**src/rtl/msh_port_arb.sv**
```systemverilog
// Output-port scheduler for one mesh node: packet-atomic round-robin over NUM_REQ
// requesters, gated by downstream credits, with a registered datapath select.
module msh_port_arb #(
    parameter int NUM_REQ = 5,
    parameter int CREDITS = 8,
    parameter int SEL_W   = $clog2(NUM_REQ),
    parameter int CRD_W   = $clog2(CREDITS + 1)
) (
    input  logic               mclk,
    input  logic               mrst_n,
    input  logic [NUM_REQ-1:0] req,
    input  logic [NUM_REQ-1:0] req_eop,
    output logic [NUM_REQ-1:0] gnt,
    output logic               dp_vld,
    output logic [SEL_W-1:0]   dp_sel,
    output logic               dp_eop,
    input  logic               crd_rtn,
    output logic [CRD_W-1:0]   crd_cnt,
    output logic               locked,
    output logic               crd_ovf
);

    typedef enum logic [0:0] {
        ST_IDLE = 1'b0,
        ST_PKT  = 1'b1
    } state_t;

    state_t             state_q, state_d;
    logic [SEL_W-1:0]   owner_q, owner_d;
    logic [SEL_W-1:0]   rr_ptr_q, rr_ptr_d;
    logic [CRD_W-1:0]   crd_q, crd_d;
    logic               crd_ovf_q, crd_ovf_d;
    logic               dp_vld_q;
    logic [SEL_W-1:0]   dp_sel_q;
    logic               dp_eop_q;

    logic               can_gnt_s;
    logic               win_vld_s;
    logic [SEL_W-1:0]   win_idx_s;
    logic [NUM_REQ-1:0] gnt_s;
    logic [SEL_W-1:0]   gnt_idx_s;
    logic               gnt_any_s;

    // Modulo-NUM_REQ index addition; NUM_REQ need not be a power of two.
    function automatic logic [SEL_W-1:0] wrap_add(input logic [SEL_W-1:0] base, input int off);
        int sum;
        sum = int'(base) + off;
        if (sum >= NUM_REQ) begin
            sum = sum - NUM_REQ;
        end else begin
            sum = sum;
        end
        return SEL_W'(sum);
    endfunction

    // Round-robin search starting at rr_ptr_q.
    always_comb begin
        win_vld_s = 1'b0;
        win_idx_s = '0;
        for (int k = 0; k < NUM_REQ; k++) begin
            if (!win_vld_s && req[wrap_add(rr_ptr_q, k)]) begin
                win_vld_s = 1'b1;
                win_idx_s = wrap_add(rr_ptr_q, k);
            end else begin
                win_vld_s = win_vld_s;
            end
        end
    end

    // A credit returned this cycle cannot fund this cycle's grant.
    assign can_gnt_s = mrst_n && (crd_q != CRD_W'(0));

    // Grant selection and packet-lock FSM next state.
    always_comb begin
        state_d   = state_q;
        owner_d   = owner_q;
        rr_ptr_d  = rr_ptr_q;
        gnt_s     = '0;
        gnt_idx_s = '0;
        case (state_q)
            ST_IDLE: begin
                if (can_gnt_s && win_vld_s) begin
                    gnt_s[win_idx_s] = 1'b1;
                    gnt_idx_s        = win_idx_s;
                    if (req_eop[win_idx_s]) begin
                        rr_ptr_d = wrap_add(win_idx_s, 1);
                    end else begin
                        state_d = ST_PKT;
                        owner_d = win_idx_s;
                    end
                end else begin
                    state_d = ST_IDLE;
                end
            end
            ST_PKT: begin
                if (can_gnt_s && req[owner_q]) begin
                    gnt_s[owner_q] = 1'b1;
                    gnt_idx_s      = owner_q;
                    if (req_eop[owner_q]) begin
                        state_d  = ST_IDLE;
                        rr_ptr_d = wrap_add(owner_q, 1);
                    end else begin
                        state_d = ST_PKT;
                    end
                end else begin
                    state_d = ST_PKT;
                end
            end
            default: begin
                state_d = ST_IDLE;
            end
        endcase
    end

    assign gnt_any_s = |gnt_s;

    // Credit counter; a return at full credit is dropped and flagged.
    always_comb begin
        crd_d     = crd_q;
        crd_ovf_d = crd_ovf_q;
        case ({gnt_any_s, crd_rtn})
            2'b10: begin
                crd_d = crd_q - CRD_W'(1);
            end
            2'b01: begin
                if (crd_q == CRD_W'(CREDITS)) begin
                    crd_ovf_d = 1'b1;
                end else begin
                    crd_d = crd_q + CRD_W'(1);
                end
            end
            default: begin
                crd_d = crd_q;
            end
        endcase
    end

    // State, credit and datapath-select registers.
    always_ff @(posedge mclk) begin
        if (!mrst_n) begin
            state_q   <= ST_IDLE;
            owner_q   <= '0;
            rr_ptr_q  <= '0;
            crd_q     <= CRD_W'(CREDITS);
            crd_ovf_q <= 1'b0;
            dp_vld_q  <= 1'b0;
            dp_sel_q  <= '0;
            dp_eop_q  <= 1'b0;
        end else begin
            state_q   <= state_d;
            owner_q   <= owner_d;
            rr_ptr_q  <= rr_ptr_d;
            crd_q     <= crd_d;
            crd_ovf_q <= crd_ovf_d;
            dp_vld_q  <= gnt_any_s;
            dp_sel_q  <= gnt_idx_s;
            dp_eop_q  <= |(gnt_s & req_eop);
        end
    end

    assign gnt     = gnt_s;
    assign dp_vld  = dp_vld_q;
    assign dp_sel  = dp_sel_q;
    assign dp_eop  = dp_eop_q;
    assign crd_cnt = crd_q;
    assign locked  = (state_q == ST_PKT);
    assign crd_ovf = crd_ovf_q;

endmodule

```
**config.mk**
```make
export PLATFORM = sky130hd
export DESIGN_NAME = msh_port_arb
export DESIGN_NICKNAME = d
export VERILOG_FILES = /design/src/rtl/msh_port_arb.sv
export SDC_FILE = /design/constraint.sdc
export NUM_CORES = 1
export LEC_CHECK = 0
export BUFFER_PORTS_ARGS = -buffer_cell sky130_fd_sc_hd__buf_2
export CAP_MARGIN = 10
export CORE_MARGIN = 2
export CORE_UTILIZATION = 50
export CTS_BUF_LIST = sky130_fd_sc_hd__clkbuf_8
export DETAILED_ROUTE_END_ITERATION = 8
export GPL_TIMING_DRIVEN = 0
export PLACE_DENSITY = 0.72
export SETUP_SLACK_MARGIN = 0.2
export SYNTH_ARGS = -nofsm -noshare
export SYNTH_HDL_FRONTEND = slang
export SYNTH_SLANG_ARGS = --single-unit
```
**constraint.sdc**
```tcl
create_clock -name mclk -period 6.4 [get_ports mclk]
set_clock_uncertainty 0.15 [all_clocks]
set_input_delay 0.64 -clock mclk [delete_from_list [all_inputs] [get_ports mclk]]
set_output_delay 0.64 -clock mclk [all_outputs]
set_load 0.1 [all_outputs]
```
Word-level counts from Yosys, hierarchy flattened --
Index checks and enable logic that the tools add are counted.
Word-level totals: flip-flop bits (word level) 17, output and inout bits 16, logic and storage cells 126
Cells by class: $add $sub $neg 15, order comparisons 16, equal/unequal tests 8, multiplexer cells 55, bitwise operators 3, reductions and logical operators 21
Operators by type and width (number):
- $mux 3 | 18
- $lt 3x4->1 const B | 7
- $bmux 1 s3 | 8
- $ge 4x3->1 const B | 6
- $sub 3x3->3 const B | 7
- $mux 1 | 19
- $add 3x1->4 const B | 3
- $pmux 3 s2 | 2
- $mux 5 | 2
- $pmux 5 s2 | 1
- $reduce_or 5->1 | 2
- $logic_and 1x1->1 | 9
- $add 3x2->4 const B | 2
- $pmux 4 s2 | 1
- $demux 1 s3 | 2
- $ge 3x1->1 const B | 2
- $ne 2x2->1 const B | 3
- $and 5x5->5 | 1
- $add 3x3->4 const B | 1
- $add 4x1->4 const B | 1
- $eq 4x4->1 const B | 1
- $logic_not 1->1 | 4
- $mux 4 | 1
- $ne 2x1->1 const B | 2
- other kinds (11) | 13

Depth between registers and ports, before layout --
depth in word-level cells 27, gate-level depth with buffers 20, depth with buffers taken out 19

Worst setup path after synthesis --
No wires, ideal clock.
path kind register to output, from register rr_ptr_q[1], to output port gnt[1], arrival time 4840 ps, slack 770 ps, cell stages (with the launch flop) 12, path through dfxtp_1 -> clkbuf_1 -> inv_1 -> ha_1 -> a221oi_1 -> mux2_2 -> and2_1 -> or2_4 -> o41a_1 -> and2_0 -> nand3b_1 -> o22ai_1
Between the ends: word-level cells in the longest chain between the ends 23
Ends and longest elaborated chain:
- start, declared | RTL line 30 | logic [SEL_W-1:0] rr_ptr_q, rr_ptr_d;
- start signal, assigned | RTL line 152 | rr_ptr_q <= rr_ptr_d;
- branches (longest 21 deep; another with $add 3x1->4)
- $mux 5 * | RTL line 82 | if (can_gnt_s && win_vld_s) begin
- $pmux 5 s2 * | RTL line 80 | case (state_q)
- end, declared | RTL line 13 | output logic [NUM_REQ-1:0] gnt,
Every way passes the cells marked *. The select of a mux whose other input is x is not followed.

Worst setup path in the final report --
from register rr_ptr_q[1], to output port gnt[0]
Same word-level chain as after synthesis.

==> out/metrics.yaml <==
placement:
  pre_cts_ws_ps: 853
  dp.cells: 374
  hpwl_um: 5030
  dpl_cell_area_um2: 2480
  place.gp.congestion: 0.968
  portBuffers: 28
timing:
  finalCritPeriodShare: 0.917
  slew-limit-headroom: 0.470
  finalSetupTns_ps: 0
  finalCriticalPeriod_ps: 5870
  setup_viol: 0
  setup_slack_ps: 533
  rsz0062_at_grt: "false"
  final_hold_viol_count: 0
  tightest_slew_ps: 785
  final_max_slew_viol_count: 0
  fmax_ghz: 0.170
critical_path:
  cp_max_fo: 10
  worstPathRequired_ps: 5610
  crit_type: "flop to output port"
  end_kind: "output port"
  crit_path_start_kind: "flop"
  cp.arrival_ps: 5080
final_layout:
  drive_gt1_frac: 0.166
  instances_no_fill: 378
  multi_input_area_um2: 1820
  seqCellArea_um2: 340
  nets: 356
  area_growth_pct: 11.6
  diodes: 0
  fillers: 431
  stdcell_area_um2: 2540
yosys:
  synth_top_area_frac: 0.150
  yosys.area_share.adder: 0.0946
  synth_top_family_by_area: "compound AO/OA/AOI/OAI gates"
  synthFlopType: "dfxtp_1"
  synth_cell_types: 66
  synth_seq_cells: 17
  synthesis.area_um2: 2270
  synth.area.top_cells: "dfxtp_1 (15%), ha_1 (7.7%), mux2i_1 (6.6%)"
  ys_warn_count: 0
  synth_edf_count: 0
  synth_compound_area_frac: 0.311
  synthSimpleGateAreaFrac: 0.210
  synth-xor-area-share: 0.0462
  async_flop_share: 0
  avgSynthCellArea_um2: 7.74
  syn_inst: 294
  ys_seq_area_frac: 0.150
  muxShareOfSynthArea: 0.132
  synth_nets: 323
  yosys.area.top_type: "dfxtp_1"
clock_network:
  clk_latency_ps: 260
  cts_buffers: 3
  cts.hold.buffers_added: 0
  clock_path_buffers: 2
  post_cts_resized: 0
  cts_root_buffer: "clkbuf_8"
  clk_pin_slew_ps: 60
  h-tree-depth: 1
  cts_setup_buffers: 0
  cts.sinks: 17
  tritoncts: "built"
global_route:
  grt_usage: 0.273
  grt_max_degree: 11
  overflow: 0
  antenna_found_initial: 0
  grt_pass1_wl_um: 11100
  grt_pass1_vias: 2311
floorplan:
  io_pins: 29
  core_area_um2: 4350
  dieHeight_um: 71.5
  rows: 24
  dieWidth_um: 71.5
  dieArea_um2: 5110
  initial_utilization: 0.522
routing:
  route.vias.total: 2441
  ant_nets: 0
  drt-initial-drc-count: 167
  viasPerCell: 6.46
  drt_pre_antenna_iters: 4
  routed_wl_um: 6630
  wl_per_cell_um: 17.5
  drc: 0
job:
  drv_cap: 0
worst_hold_path:
  hp-class: "flop to flop"
run_status:
  status: "finished, final reports clean"
==> synthesized netlist by cell type (all sizes together) (6+ instances only) <==
library cell and n:
nand2b 8, clkbuf 12, nand2 28, ha 14, mux2i 15, o22ai 7
a21oi 6, o21ai 21, dfxtp 17, a211oi 9, nor3 6, inv 16
xnor2 7, a22oi 6, nor2b 11, nor2 17, mux2 7
==> area by class of cell <==
type	count	area share
multi-input cells	244	0.716
flip-flops and latches	17	0.134
repair buffers	28	0.0552
inverters	18	0.0276
well taps	52	0.0256
plain buffers	15	0.0232
clock buffers	3	0.0163
clock inverters	1	0.00148
==> sequential cells by signal, indices dropped and copies added, names as in the netlist <==
signal and flops:
locked 1, dp_sel 3, rr_ptr_q 3, owner_q 3, crd_ovf 1, crd_cnt 4, dp_vld 1, dp_eop 1
==> per-layer routing <==
metal / global-route usage / part of all wire
met1: 0.355 / 0.42
met2: 0.462 / 0.49
met3: 0.0267 / 0.061
met4: 0.117 / 0.028
met5: 0 / 0
==> path summary, 6_finish.rpt <==
path	end	start	cells after the start	slack [ps]
worst min-delay path	crd_ovf$_SDFFE_PN0P_	crd_ovf$_SDFFE_PN0P_	1	320
worst max-delay path	gnt[0]	rr_ptr_q[1]$_SDFFE_PN0P_	14	530
worst min register to register	crd_ovf$_SDFFE_PN0P_	crd_ovf$_SDFFE_PN0P_	1	320
worst max register to register	crd_cnt[3]$_SDFFE_PN1P_	rr_ptr_q[1]$_SDFFE_PN0P_	19	920
==> metrics by stage <==
stage	util	hold WS [ps]
after detailed placement	0.570	306
after global routing	0.583	357
after floorplan	-	448
after CTS	0.580	323
after global placement	0.570	298
final	0.583	319
==> kinds of logic (layout without fill, tap and decap cells) <==
family	Yosys count	count (layout)
AO/OA/AOI/OAI	97	97
AND/OR/NAND/NOR	94	94
buffers and inverters	33	65
multiplexers	25	25
flip-flops	17	17
adder cells (fa/ha/maj)	16	16
XOR/XNOR	12	12
==> worst max-delay path, cell delays in order (launching register included) <==
cell and delay, ps:
dfxtp_1 420, clkbuf_1 430, inv_1 250, ha_1 520, clkbuf_1 480, nand2_1 210, a2111oi_0 510, a41oi_1 140
o311ai_1 190, nand3_1 180, o41a_1 370, and2_0 260, nand3b_1 240, o32ai_1 150, buf_2 470
==> layout by cell type (no fill, tap or decap), types with 4 or more instances in the layout <==
cell type	Yosys	layout
ha_1	14	14
a21o_1	4	4
buf_2	2	30
nor3_1	6	6
o21ai_0	21	21
and2_1	4	4
nor2_1	16	16
o22ai_1	7	7
a211oi_1	9	9
a21oi_1	6	6
clkbuf_1	12	12
dfxtp_1	17	17
xor2_1	5	5
nand2b_1	8	8
nand2_1	28	28
xnor2_1	7	7
nor2b_1	11	11
a22oi_1	6	6
mux2i_1	15	15
a31oi_1	5	4
mux2_2	6	6
nand3_1	5	5
inv_1	15	16
Power is not shown: default switching activity piles up to over one toggle a cycle in this logic, so the estimate is an artifact.
